--- src/rtl/hazard_scoreboard.sv ---
// Hazard and forwarding controller: tracks in-flight destination registers in a
// DEPTH-slot shadow pipeline behind decode and derives stall/bubble/kill/forward.
module hazard_scoreboard #(
    parameter int  ADDR_W   = 5,
    parameter int  DEPTH    = 3,
    parameter int  FWD_EN   = 1,
    parameter int  LOAD_LAT = 1,
    parameter int  CNT_W    = 16,
    localparam int FWD_W    = $clog2(DEPTH + 1)
) (
    input  logic              clk,
    input  logic              rst,
    input  logic              de_valid,
    input  logic [ADDR_W-1:0] de_rs1,
    input  logic [ADDR_W-1:0] de_rs2,
    input  logic              de_rs1_used,
    input  logic              de_rs2_used,
    input  logic [ADDR_W-1:0] de_rd,
    input  logic              de_rd_wen,
    input  logic              de_is_load,
    input  logic              flush,
    input  logic              mem_ready,
    output logic              stall_de,
    output logic              bubble,
    output logic              de_kill,
    output logic [FWD_W-1:0]  fwd_a,
    output logic [FWD_W-1:0]  fwd_b,
    output logic [FWD_W-1:0]  occupancy,
    output logic [CNT_W-1:0]  stall_cycles
);
    localparam logic [FWD_W-1:0] LAT_K = FWD_W'(LOAD_LAT);

    logic [DEPTH:1]    slot_valid;
    logic [DEPTH:1]    slot_wen;
    logic [DEPTH:1]    slot_load;
    logic [ADDR_W-1:0] slot_rd [1:DEPTH];
    logic              flush_pend;

    logic              hit_a, hit_b, load_a, load_b;
    logic [FWD_W-1:0]  k_a, k_b;
    logic              haz_a, haz_b, haz, freeze, flush_eff, insert_bubble;

    // Scan oldest to youngest so the youngest matching slot is the one kept.
    always_comb begin
        hit_a  = 1'b0;
        hit_b  = 1'b0;
        load_a = 1'b0;
        load_b = 1'b0;
        k_a    = '0;
        k_b    = '0;
        for (int k = DEPTH; k >= 1; k--) begin
            if (slot_valid[k] && slot_wen[k] && de_rs1_used &&
                (de_rs1 != '0) && (slot_rd[k] == de_rs1)) begin
                hit_a  = 1'b1;
                k_a    = FWD_W'(k);
                load_a = slot_load[k];
            end
            if (slot_valid[k] && slot_wen[k] && de_rs2_used &&
                (de_rs2 != '0) && (slot_rd[k] == de_rs2)) begin
                hit_b  = 1'b1;
                k_b    = FWD_W'(k);
                load_b = slot_load[k];
            end
        end
    end

    always_comb begin
        haz_a = (FWD_EN != 0) ? (hit_a && load_a && (k_a <= LAT_K)) : hit_a;
        haz_b = (FWD_EN != 0) ? (hit_b && load_b && (k_b <= LAT_K)) : hit_b;
        fwd_a = ((FWD_EN != 0) && hit_a && !haz_a) ? k_a : '0;
        fwd_b = ((FWD_EN != 0) && hit_b && !haz_b) ? k_b : '0;
    end

    assign haz       = de_valid && (haz_a || haz_b);
    assign freeze    = !mem_ready;
    assign flush_eff = flush || flush_pend;

    // Freeze outranks flush, which outranks a data hazard.
    always_comb begin
        stall_de      = 1'b0;
        bubble        = 1'b0;
        de_kill       = 1'b0;
        insert_bubble = 1'b0;
        if (freeze) begin
            stall_de = 1'b1;
        end else if (flush_eff) begin
            de_kill       = 1'b1;
            bubble        = 1'b1;
            insert_bubble = 1'b1;
        end else if (haz) begin
            stall_de      = 1'b1;
            bubble        = 1'b1;
            insert_bubble = 1'b1;
        end
    end

    always_comb begin
        occupancy = '0;
        for (int k = 1; k <= DEPTH; k++) begin
            occupancy = occupancy + FWD_W'(slot_valid[k]);
        end
    end

    // Slots only move on unfrozen edges; the pending flush and counter always update.
    always_ff @(posedge clk) begin
        if (!rst) begin
            slot_valid   <= '0;
            slot_wen     <= '0;
            slot_load    <= '0;
            for (int k = 1; k <= DEPTH; k++) begin
                slot_rd[k] <= '0;
            end
            flush_pend   <= 1'b0;
            stall_cycles <= '0;
        end else begin
            if (stall_de && (stall_cycles != {CNT_W{1'b1}})) begin
                stall_cycles <= stall_cycles + CNT_W'(1);
            end
            if (freeze) begin
                if (flush) begin
                    flush_pend <= 1'b1;
                end
            end else begin
                flush_pend <= 1'b0;
                for (int k = DEPTH; k >= 2; k--) begin
                    slot_valid[k] <= slot_valid[k-1];
                    slot_wen[k]   <= slot_wen[k-1];
                    slot_load[k]  <= slot_load[k-1];
                    slot_rd[k]    <= slot_rd[k-1];
                end
                slot_valid[1] <= de_valid && !insert_bubble;
                slot_wen[1]   <= de_rd_wen;
                slot_load[1]  <= de_is_load;
                slot_rd[1]    <= de_rd;
            end
        end
    end

endmodule

--- config.mk ---
export PLATFORM = sky130hd
export DESIGN_NAME = hazard_scoreboard
export DESIGN_NICKNAME = d
export VERILOG_FILES = /design/src/rtl/hazard_scoreboard.sv
export SDC_FILE = /design/constraint.sdc
export NUM_CORES = 1
export LEC_CHECK = 0
export ABC_AREA = 1
export CAP_MARGIN = 10
export CORE_UTILIZATION = 47
export CTS_BUF_LIST = sky130_fd_sc_hd__clkbuf_4 sky130_fd_sc_hd__clkbuf_8 sky130_fd_sc_hd__clkbuf_16
export DETAILED_ROUTE_END_ITERATION = 10
export HOLD_SLACK_MARGIN = 0.05
export PLACE_DENSITY = 0.75
export REMOVE_ABC_BUFFERS = 1
export SYNTH_ARGS = -nofsm -noshare
export SYNTH_HDL_FRONTEND = slang
export SYNTH_SLANG_ARGS = --single-unit
--- constraint.sdc ---
create_clock -name clk -period 1.85 [get_ports clk]
set_clock_uncertainty 0.15 [all_clocks]
set_input_delay 0.2775 -clock clk [delete_from_list [all_inputs] [get_ports clk]]
set_output_delay 0.2775 -clock clk [all_outputs]
set_load 0.03 [all_outputs]
==> flow_summary_export.csv <==
group,metric,value,unit
timing,finalWorstSetupSlack,-379.0,ps
clock_tree,clock_sinks,39,
worst_setup_path,cp_cell_sequence,"xnor2_1 > nand2_1 > nor2_2 > nand3_2 > nand2_2 > nand2_4 > a21oi_2 > buf_6",
worst_setup_path,crit_fanout,3,
global_routing,antenna_found_initial,0,
hold_path,whs_endpoint,"flush_pend$_SDFFE_PP0P_",
outcome,outcome,"complete, but fails checks",
final_layout,n_fill_cell,360,
timing,final_hold_viol_count,0,
drt,wirelength,7634,µm
placement,dp_cells,533,
timing,rsz0062_at_grt,"true",
placement,hpwl,4961,µm
final_layout,final_cells,555,
drt,routed-wl-met2,3869,µm
drt,met1_length,3186,µm
synthesis,async_reset_ff_share,0,%
final_layout,utilization,77.66,%
timing,slew_viol_final,0,
die,num_rows,26,
power_and_ir_drop,p_leak,1.956,nW
clock_tree,cts.clk_slew.worst_paths,70,ps
drt,wire_per_inst,13.75,µm
clock_tree,cts_tree,"yes",
timing,relSlewSlack,71.31,%
hold_path,hp-class,"reg2reg",
worst_setup_path,r2r_start,"slot_rd[0][5]$_SDFFCE_PN0P_",
clock_tree,cts_htree_levels,2,
synthesis,yosysTopAreaCellShare,19.20,%
die,ioPinCount,49,
synthesis,ys_seq_area_share,37.20,%
global_routing,gr-usage-all-layers,26.28,%
synthesis,synth_edf_count,15,
drt,vias_per_cell,5.031,
power_and_ir_drop,power.net_switching,0.6104,mW
timing,max_freq,448.6,MHz
timing,holdWs,337.5,ps
die,die_area,0.005620,mm²
drt,postRouteAntennaNets,0,
global_routing,grt_pass1_wl,11210,µm
worst_setup_path,r2r_slack,-350,ps
global_routing,grt_pass1_vias,2576,
worst_setup_path,reg2reg_depth,13,
final_layout,regArea,933.4,µm²
power_and_ir_drop,peakVddDrop,522.6,µV
final_layout,multi_input_area,0.001538,mm²
worst_setup_path,cp_slowest_cell,"edfxtp_1",
clock_tree,clock_path_buffers,2,
worst_setup_path,startpoint_type,"flip-flop",
worst_setup_path,arrival,1800,ps
synthesis,synth_area,0.002502,mm²
drt,drc,0,
worst_setup_path,reg2reg_to,"stall_cycles[14]$_SDFFE_PN0P_",
synthesis,ys.flop_type,"dfxtp_1",
timing,worstMarginPinSlew,426.5,ps
drt,dr_total_vias,2792,
power_and_ir_drop,internal-power,1.469,mW
clock_tree,cts-buffers-inserted,5,
placement,gp_congestion,0.8994,
die,start_util,49.00,%
final_layout,drive_above_1_share,29.69,%
power_and_ir_drop,p_sw_share,29.35,%
synthesis,ys_types,38,
synthesis,synth_common_cells,"nand2_1 (80), inv_1 (69), nor2_1 (62), dfxtp_1 (24), nand3_1 (22)",
synthesis,synthMostInstantiatedCell,"nand2_1",
power_and_ir_drop,clkPwrFrac,27.9,%
timing,min_period_over_period,120.5,%
outcome,violations,"setup timing",
power_and_ir_drop,seqPwrFrac,46.8,%
worst_setup_path,slowest_delay,470,ps
worst_setup_path,end_kind,"output pin",
clock_tree,root_buffer,"clkbuf_8",
die,core-area,0.005107,mm²
final_layout,area_growth,58.50,%
timing,final-setup-viol-count,22,
power_and_ir_drop,power_density,524.3,mW/mm²
synthesis,yosys-top-cells-area,"dfxtp_1 (19%), edfxtp_1 (18%), nand2_1 (12%)",
hold_path,hold_start,"flush_pend$_SDFFE_PP0P_",
final_layout,fin_nets,511,
drt,top_layer,"met4",
drt,dr.pass1.iters,5,
synthesis,synth_area_per_cell,6.913,µm²
die,die_h,74.97,µm
hold_path,hold_depth,2,
worst_setup_path,cp.required,1420,ps
global_routing,grt-ovfl-total,0,
die,die_w,74.97,µm
final_layout,antennaDiodeCount,0,
clock_tree,worstSkewPairLatency,290,ps
global_routing,grt_max_degree,22,
drt,wl_met3,444,µm
synthesis,yosys.area.top_type,"dfxtp_1",
worst_setup_path,crit_type,"reg2out",
synthesis,ys_warn_count,0,
power_and_ir_drop,power,2.079,mW
synthesis,ys_ff_latch,39,
run,drv_cap,0,
drt,drt-initial-drc-count,107,
placement,place.port_buffers,48,
timing,period_needed,2229,ps
synthesis,syn_inst,362,
power_and_ir_drop,pwr-share-comb,25.4,%
[state kept, by name, indices dropped and copies added, names as in the netlist]
signal        cells
slot_valid        3
slot_load         1
flush_pend        1
stall_cycles     16
slot_rd          15
slot_wen          3
[what timing repair did]
action                     in CTS  in global routing
setup buffers                   3                  8
setup endpoints to repair      31                 29
pin swaps                      18                 25
hold buffers                    0                  0
gates cloned                    3                  1
hold endpoints to repair        0                  0
resized for setup              61                 35
[through the flow]
step	TNS, ps	instance area [µm²]	setup slack, ps
3_5_place_dp	-10350	3481	-559.9
6_report	-6456	3966	-379.0
3_3_place_gp	-10420	3481	-597.8
5_1_grt	-9073	3966	-477.6
2_1_floorplan	-2309	2445	-314.6
4_1_cts	-3662	3739	-367.1
[critical path, delay by kind of cell (launching register included)]
kind | cells | cell delay [ps]
and+or+nand+nor | 5 | 530
DFF | 1 | 470
xor gates and xnor gates | 1 | 210
buffers and inverters | 1 | 150
AOI/OAI and AO/OA | 1 | 150
[layer usage]
| layer | global-route usage, % | vias to the layer above |
|---|---|---|
| li1 | - | 1397 |
| met3 | 5.890 | 16 |
| met5 | 0 | - |
| met2 | 47.55 | 104 |
| met4 | 10.06 | 0 |
| met1 | 30.08 | 1275 |
[power groups by stage]
| stage | Combinational, mW | Clock [mW] | Sequential, mW |
|---|---|---|---|
| 2_1_floorplan | 0.188 | 0 | 1.01 |
| 6_report | 0.527 | 0.580 | 0.972 |
| 3_5_place_dp | 0.444 | 0 | 0.990 |
| 5_1_grt | 0.569 | 0.616 | 0.976 |
| 3_3_place_gp | 0.439 | 0 | 0.988 |
| 4_1_cts | 0.478 | 0.594 | 0.971 |
[cell usage in the layout (no fill, tap or decap), types with 4 or more instances in the layout]
master           count
a21oi_2              4
nand4_1             17
buf_12               5
clkdlybuf4s50_1     14
dfxtp_1             22
nor2_2               9
buf_4               69
dlygate4sd2_1       19
nor2_1              55
nand3_2              6
xnor2_1             11
inv_1               66
xor2_1               9
dlymetal6s2s_1       6
clkbuf_8             5
nand2_8              4
buf_6                5
edfxtp_1            15
nand3_1             16
nand2_2             10
nand2_1             70
inv_2                4
[worst max-delay path by stage]
stage / endpoint / slack [ps] / startpoint
floorplan: slot_valid[1]$_SDFFE_PN0P_ / -310 / slot_rd[0][9]$_SDFFCE_PN0P_
global placement: fwd_b[1] / -600 / de_rs2[4]
detailed placement: fwd_b[1] / -560 / de_rs2[2]
CTS: fwd_b[1] / -370 / slot_rd[0][14]$_SDFFCE_PN0P_
global route: stall_cycles[6]$_SDFFE_PN0P_ / -480 / slot_rd[0][6]$_SDFFCE_PN0P_
finish: stall_de / -380 / slot_rd[0][5]$_SDFFCE_PN0P_
[kinds of logic (layout without fill, tap and decap cells)]
family	after synthesis	count (layout)	share of synthesized area [%]
and+or+nand+nor	203	207	36.35
buffers and inverters	77	196	12.80
DFF	39	39	37.20
xor gates and xnor gates	22	22	7.700
AOI/OAI and AO/OA	19	19	4.651
adders and majority gates	2	2	1.300
[layout make-up]
type | instances | area share (%)
multi-input cells | 250 | 38.77
repair buffers | 119 | 26.75
flip-flops and latches | 39 | 23.53
inverters | 70 | 6.625
well taps | 70 | 2.208
clock buffers | 7 | 2.114
No activity file was read; power rests on OpenSTA's default activity.
==> RTL edit 1 (config.mk and constraints unchanged) <==
`DEPTH`: 3 -> 6.
--- a/src/rtl/hazard_scoreboard.sv
+++ b/src/rtl/hazard_scoreboard.sv
@@ -4,3 +4,3 @@
     parameter int  ADDR_W   = 5,
-    parameter int  DEPTH    = 3,
+    parameter int  DEPTH    = 6,
     parameter int  FWD_EN   = 1,
Ports: changed (resized fwd_a, fwd_b and occupancy); port bits go from 49 to 52. No check against the original RTL was run, so the function may have changed too.
==> RTL edit 1 against the original RTL <==
The flow still finishes with violations (setup timing). Final cell count increased by 32%. Routed wire length increased by 50%. Sequential cell count increased by 21. Power increased by 69%. Fmax decreased by 26%. Cell area increased by 43%. Setup slack got worse by 790 ps. Synthesized area increased by 53%. Critical path type unchanged. Largest power group unchanged.
==> RTL edit 1: results <==
group,metric,value,unit
run_status,run_status,"finished, violations left",
run_status,failed_checks,"setup timing",
layout,finalNetCount,654,
timing,worst-slew-pin-transition,387,ps
grt,grt.met3_usage,5.34,%
worst_setup_path,critical_path.endpoint,"occupancy[1]",
worst_setup_path,critPathLaunch,"slot_valid[1]",
pwr,power_frac_comb,18.1,%
logic_synthesis,synth_cell_type_count,32,
pwr,report.power.total,0.00350,W
timing,report.final.setup_viol,27,
route,met2_wirelength,5700,um
route,route.final.wire_length,11400,um
layout,reg_top3,"slot_rd x30, stall_cycles x16",
grt,pin_count_of_the_biggest_net_entering_global_routing,40,
placement,place.detailed.hpwl,7240,um
grt,wire_length_of_the_first_global_routing_pass,18000,um
timing,hold_slack,336,ps
timing,postLayoutSetupSlackWorst,-1170,ps
worst_setup_path,critical_path.slowest_cell,"sky130_fd_sc_hd__fa_1",
placement,postPlaceCellArea,4910,um^2
worst_setup_path,critPathTopFamily,"adder cells",
worst_setup_path,worst_path_max_stage_delay,540,ps
logic_synthesis,synth_enable_flop_cells,30,
placement,gpl.final_weighted_congestion,0.940,
logic_synthesis,area_contributors_post_synth,"sky130_fd_sc_hd__edfxtp_1, sky130_fd_sc_hd__dfxtp_1, sky130_fd_sc_hd__nand2_1",
worst_setup_path,critical_path.reg2reg.endpoint,"stall_cycles[3]",
pwr,cellLeakagePower,2.51,nW
layout,post_route_cells_drive_above_1_share,34.6,%
pwr,power_sequential,0.00150,W
route,met3_length,651,um
clock_tree,worst_skew_late_latency,360,ps
-- RTL edit 1: cell count changes after synthesis, moves of 7 or more --
cell	delta
sky130_fd_sc_hd__xnor2_1	+15
sky130_fd_sc_hd__nand2_2	+10
sky130_fd_sc_hd__a21oi_2	+10
sky130_fd_sc_hd__edfxtp_1	+15
sky130_fd_sc_hd__nor3_1	+12
sky130_fd_sc_hd__nand3_1	+13
sky130_fd_sc_hd__xor2_1	+16
sky130_fd_sc_hd__buf_4	+8
sky130_fd_sc_hd__nand2_1	+7
-- RTL edit 1: cell type report --
| class | instances | area, um^2 |
|---|---|---|
| multi-input combinational | 338 | 2280 |
| fill | 522 | 2140 |
| sequential | 60 | 1500 |
| clock buffer | 11 | 174 |
| clock inverter | 5 | 53.8 |
| timing repair buffer | 140 | 1240 |
| tap | 102 | 128 |
| inverter | 76 | 288 |
-- RTL edit 1: kinds of logic (layout without fill, tap and decap cells) --
family	after synthesis	count (layout)	synth area share, %
XOR/XNOR	53	53	12.1
flip-flops	60	60	39.1
adder cells (fa/ha/maj)	5	5	2.22
AND/OR/NAND/NOR	243	244	29.2
AO/OA/AOI/OAI	36	36	6.00
buffers and inverters	96	232	11.3
-- RTL edit 1: worst min-delay path by stage --
stage | from | to
global placement | slot_wen[6] | slot_wen[6]
floorplan | de_is_load | slot_load[1]
CTS | slot_wen[5] | slot_wen[5]
detailed placement | slot_wen[5] | slot_wen[5]
finish | slot_wen[5] | slot_wen[5]
global route | stall_cycles[15] | stall_cycles[15]
-- RTL edit 1: repair_timing --
action | CTS | global route
gates resized for setup | 84 | 51
cloned | 2 | 0
pin swaps | 22 | 37
setup buffers | 10 | 4
endpoints found under the setup margin | 44 | 28
==> RTL edit 2 (config.mk and constraints unchanged) <==
Without the edit above. Make the reset (`rst`) asynchronous in one clocked block.
--- a/src/rtl/hazard_scoreboard.sv
+++ b/src/rtl/hazard_scoreboard.sv
@@ -104,3 +104,3 @@
     // Slots only move on unfrozen edges; the pending flush and counter always update.
-    always_ff @(posedge clk) begin
+    always_ff @(posedge clk or negedge rst) begin
         if (!rst) begin
Check against the original RTL: differs if rst is asserted again (counterexample within 4 cycles, from zero or initial values and one cycle with rst low); with rst held inactive, the same outputs for 10 cycles.
==> RTL edit 2 against the original RTL <==
The flow still finishes with violations (setup timing). Critical path depth decreased by 2. Core utilization decreased by 5.0 points. Cell area decreased by 11%. Sequential cell count unchanged. Sequential share of layout area increased by 4.0 points. Synthesized area decreased by 1.6%. Sequential power increased by 8%. First-iteration DRC count increased by 53%. Power increased by 23%. Routed wire length decreased by 13%. Setup slack improved by 93 ps. Fmax increased by 4.4%. Critical endpoint is now fwd_a[1].
==> RTL edit 2: results <==
group,metric,value,unit
hold_path,hold_start,"slot_wen[2]",
timing,relSlewSlack,64.0,%
logic_synthesis,postSynthAreaPerCell,7.72,um^2
logic_synthesis,synth_cell_type_count,30,
pwr,power_frac_comb,35.4,%
timing,report.final.setup_viol,19,
pwr,vdd_drop_max,618,uV
pwr,cellLeakagePower,1.81,nW
logic_synthesis,area_contributors_post_synth,"sky130_fd_sc_hd__dfrtp_1, sky130_fd_sc_hd__nand2_1, sky130_fd_sc_hd__nand3_1",
timing,postLayoutSetupSlackWorst,-286,ps
worst_setup_path,critical_path.slowest_cell,"sky130_fd_sc_hd__dfrtp_1",
layout,n_fill_cell,386,
placement,postPlaceCellArea,3190,um^2
grt,wire_length_of_the_first_global_routing_pass,10600,um
logic_synthesis,ys_dominant_reg_cell,"sky130_fd_sc_hd__dfrtp_1",
placement,place.detailed.hpwl,4360,um
route,route.final.wire_length,6660,um
logic_synthesis,top_cell_types_by_occurrence_after_synthesis,"sky130_fd_sc_hd__nand2_1, sky130_fd_sc_hd__dfrtp_1, sky130_fd_sc_hd__inv_1, sky130_fd_sc_hd__nand3_1, sky130_fd_sc_hd__nor2_1",
route,via_count,2497,
pwr,power_frac_clock,23.4,%
logic_synthesis,seq_area_frac_synth,39.6,%
worst_setup_path,critPathLaunch,"slot_valid[2]",
grt,pin_count_of_the_biggest_net_entering_global_routing,40,
worst_setup_path,timing.rr.start,"slot_rd[12]",
grt,grt_pass1_vias,2422,
run_status,failed_checks,"setup timing",
run_status,run_status,"finished, violations left",
route,firstDrtPassIters,4,
grt,globalRouteTotalUtil,25.4,%
pwr,total_switching_power,0.000896,W
worst_setup_path,worst_path_max_stage_delay,350,ps
worst_setup_path,critPathArrivalTime,1710,ps
placement,dpl.cell_count,457,
logic_synthesis,synth_async_sr_flop_share,100,%
placement,gpl.final_weighted_congestion,0.992,
layout,finalNetCount,442,
[RTL edit 2: kinds of logic (layout without fill, tap and decap cells)]
logic type	Yosys count	count (layout)	share of synthesized area (%)
XOR/XNOR	28	28	9.96
AO/OA/AOI/OAI	28	28	6.20
multiplexers	4	4	1.83
adder cells (fa/ha/maj)	2	2	1.32
buffers and inverters	48	145	8.49
AND/OR/NAND/NOR	170	170	32.6
flip-flops	39	39	39.6
[RTL edit 2: stage by stage]
step	TNS, ps	setup slack, ps
floorplan	-2730	-197
global placement	-6960	-431
detailed placement	-7460	-501
CTS	-1340	-227
global route	-4340	-376
finish	-1770	-286
[RTL edit 2: metal layers]
layer / track usage, % / routed length, um / up-vias
li1: - / - / 1208
met1: 28.8 / 2740 / 1184
met2: 46.5 / 3420 / 87
met3: 5.42 / 338 / 18
met4: 9.22 / 161 / 0
met5: 0 / 0 / -
[RTL edit 2: final timing paths]
kind                                    endpoint
worst max-delay path                    fwd_a[1]
worst min register to register       slot_wen[3]
min in group asynchronous             slot_rd[2]
max in group asynchronous          slot_valid[2]
worst min-delay path                 slot_wen[3]
worst max register to register  stall_cycles[12]
[RTL edit 2: layout make-up]
cell class | instances | area (um^2) | area share (%)
clock buffer | 6 | 82.6 | 2.33
clock inverter | 1 | 5.00 | 0.141
inverter | 39 | 146 | 4.13
multi-input combinational | 232 | 1370 | 38.6
sequential | 39 | 976 | 27.5
tap | 67 | 83.8 | 2.36
timing repair buffer | 99 | 883 | 24.9
[RTL edit 2: what timing repair did]
action                                  CTS  global route
pin swaps                                26             7
endpoints found under the setup margin   32            28
buffers inserted                         13             3
resized for setup                        58            13
gates cloned                              2             0
hold endpoints to repair                 39             0
hold buffers                              1             0
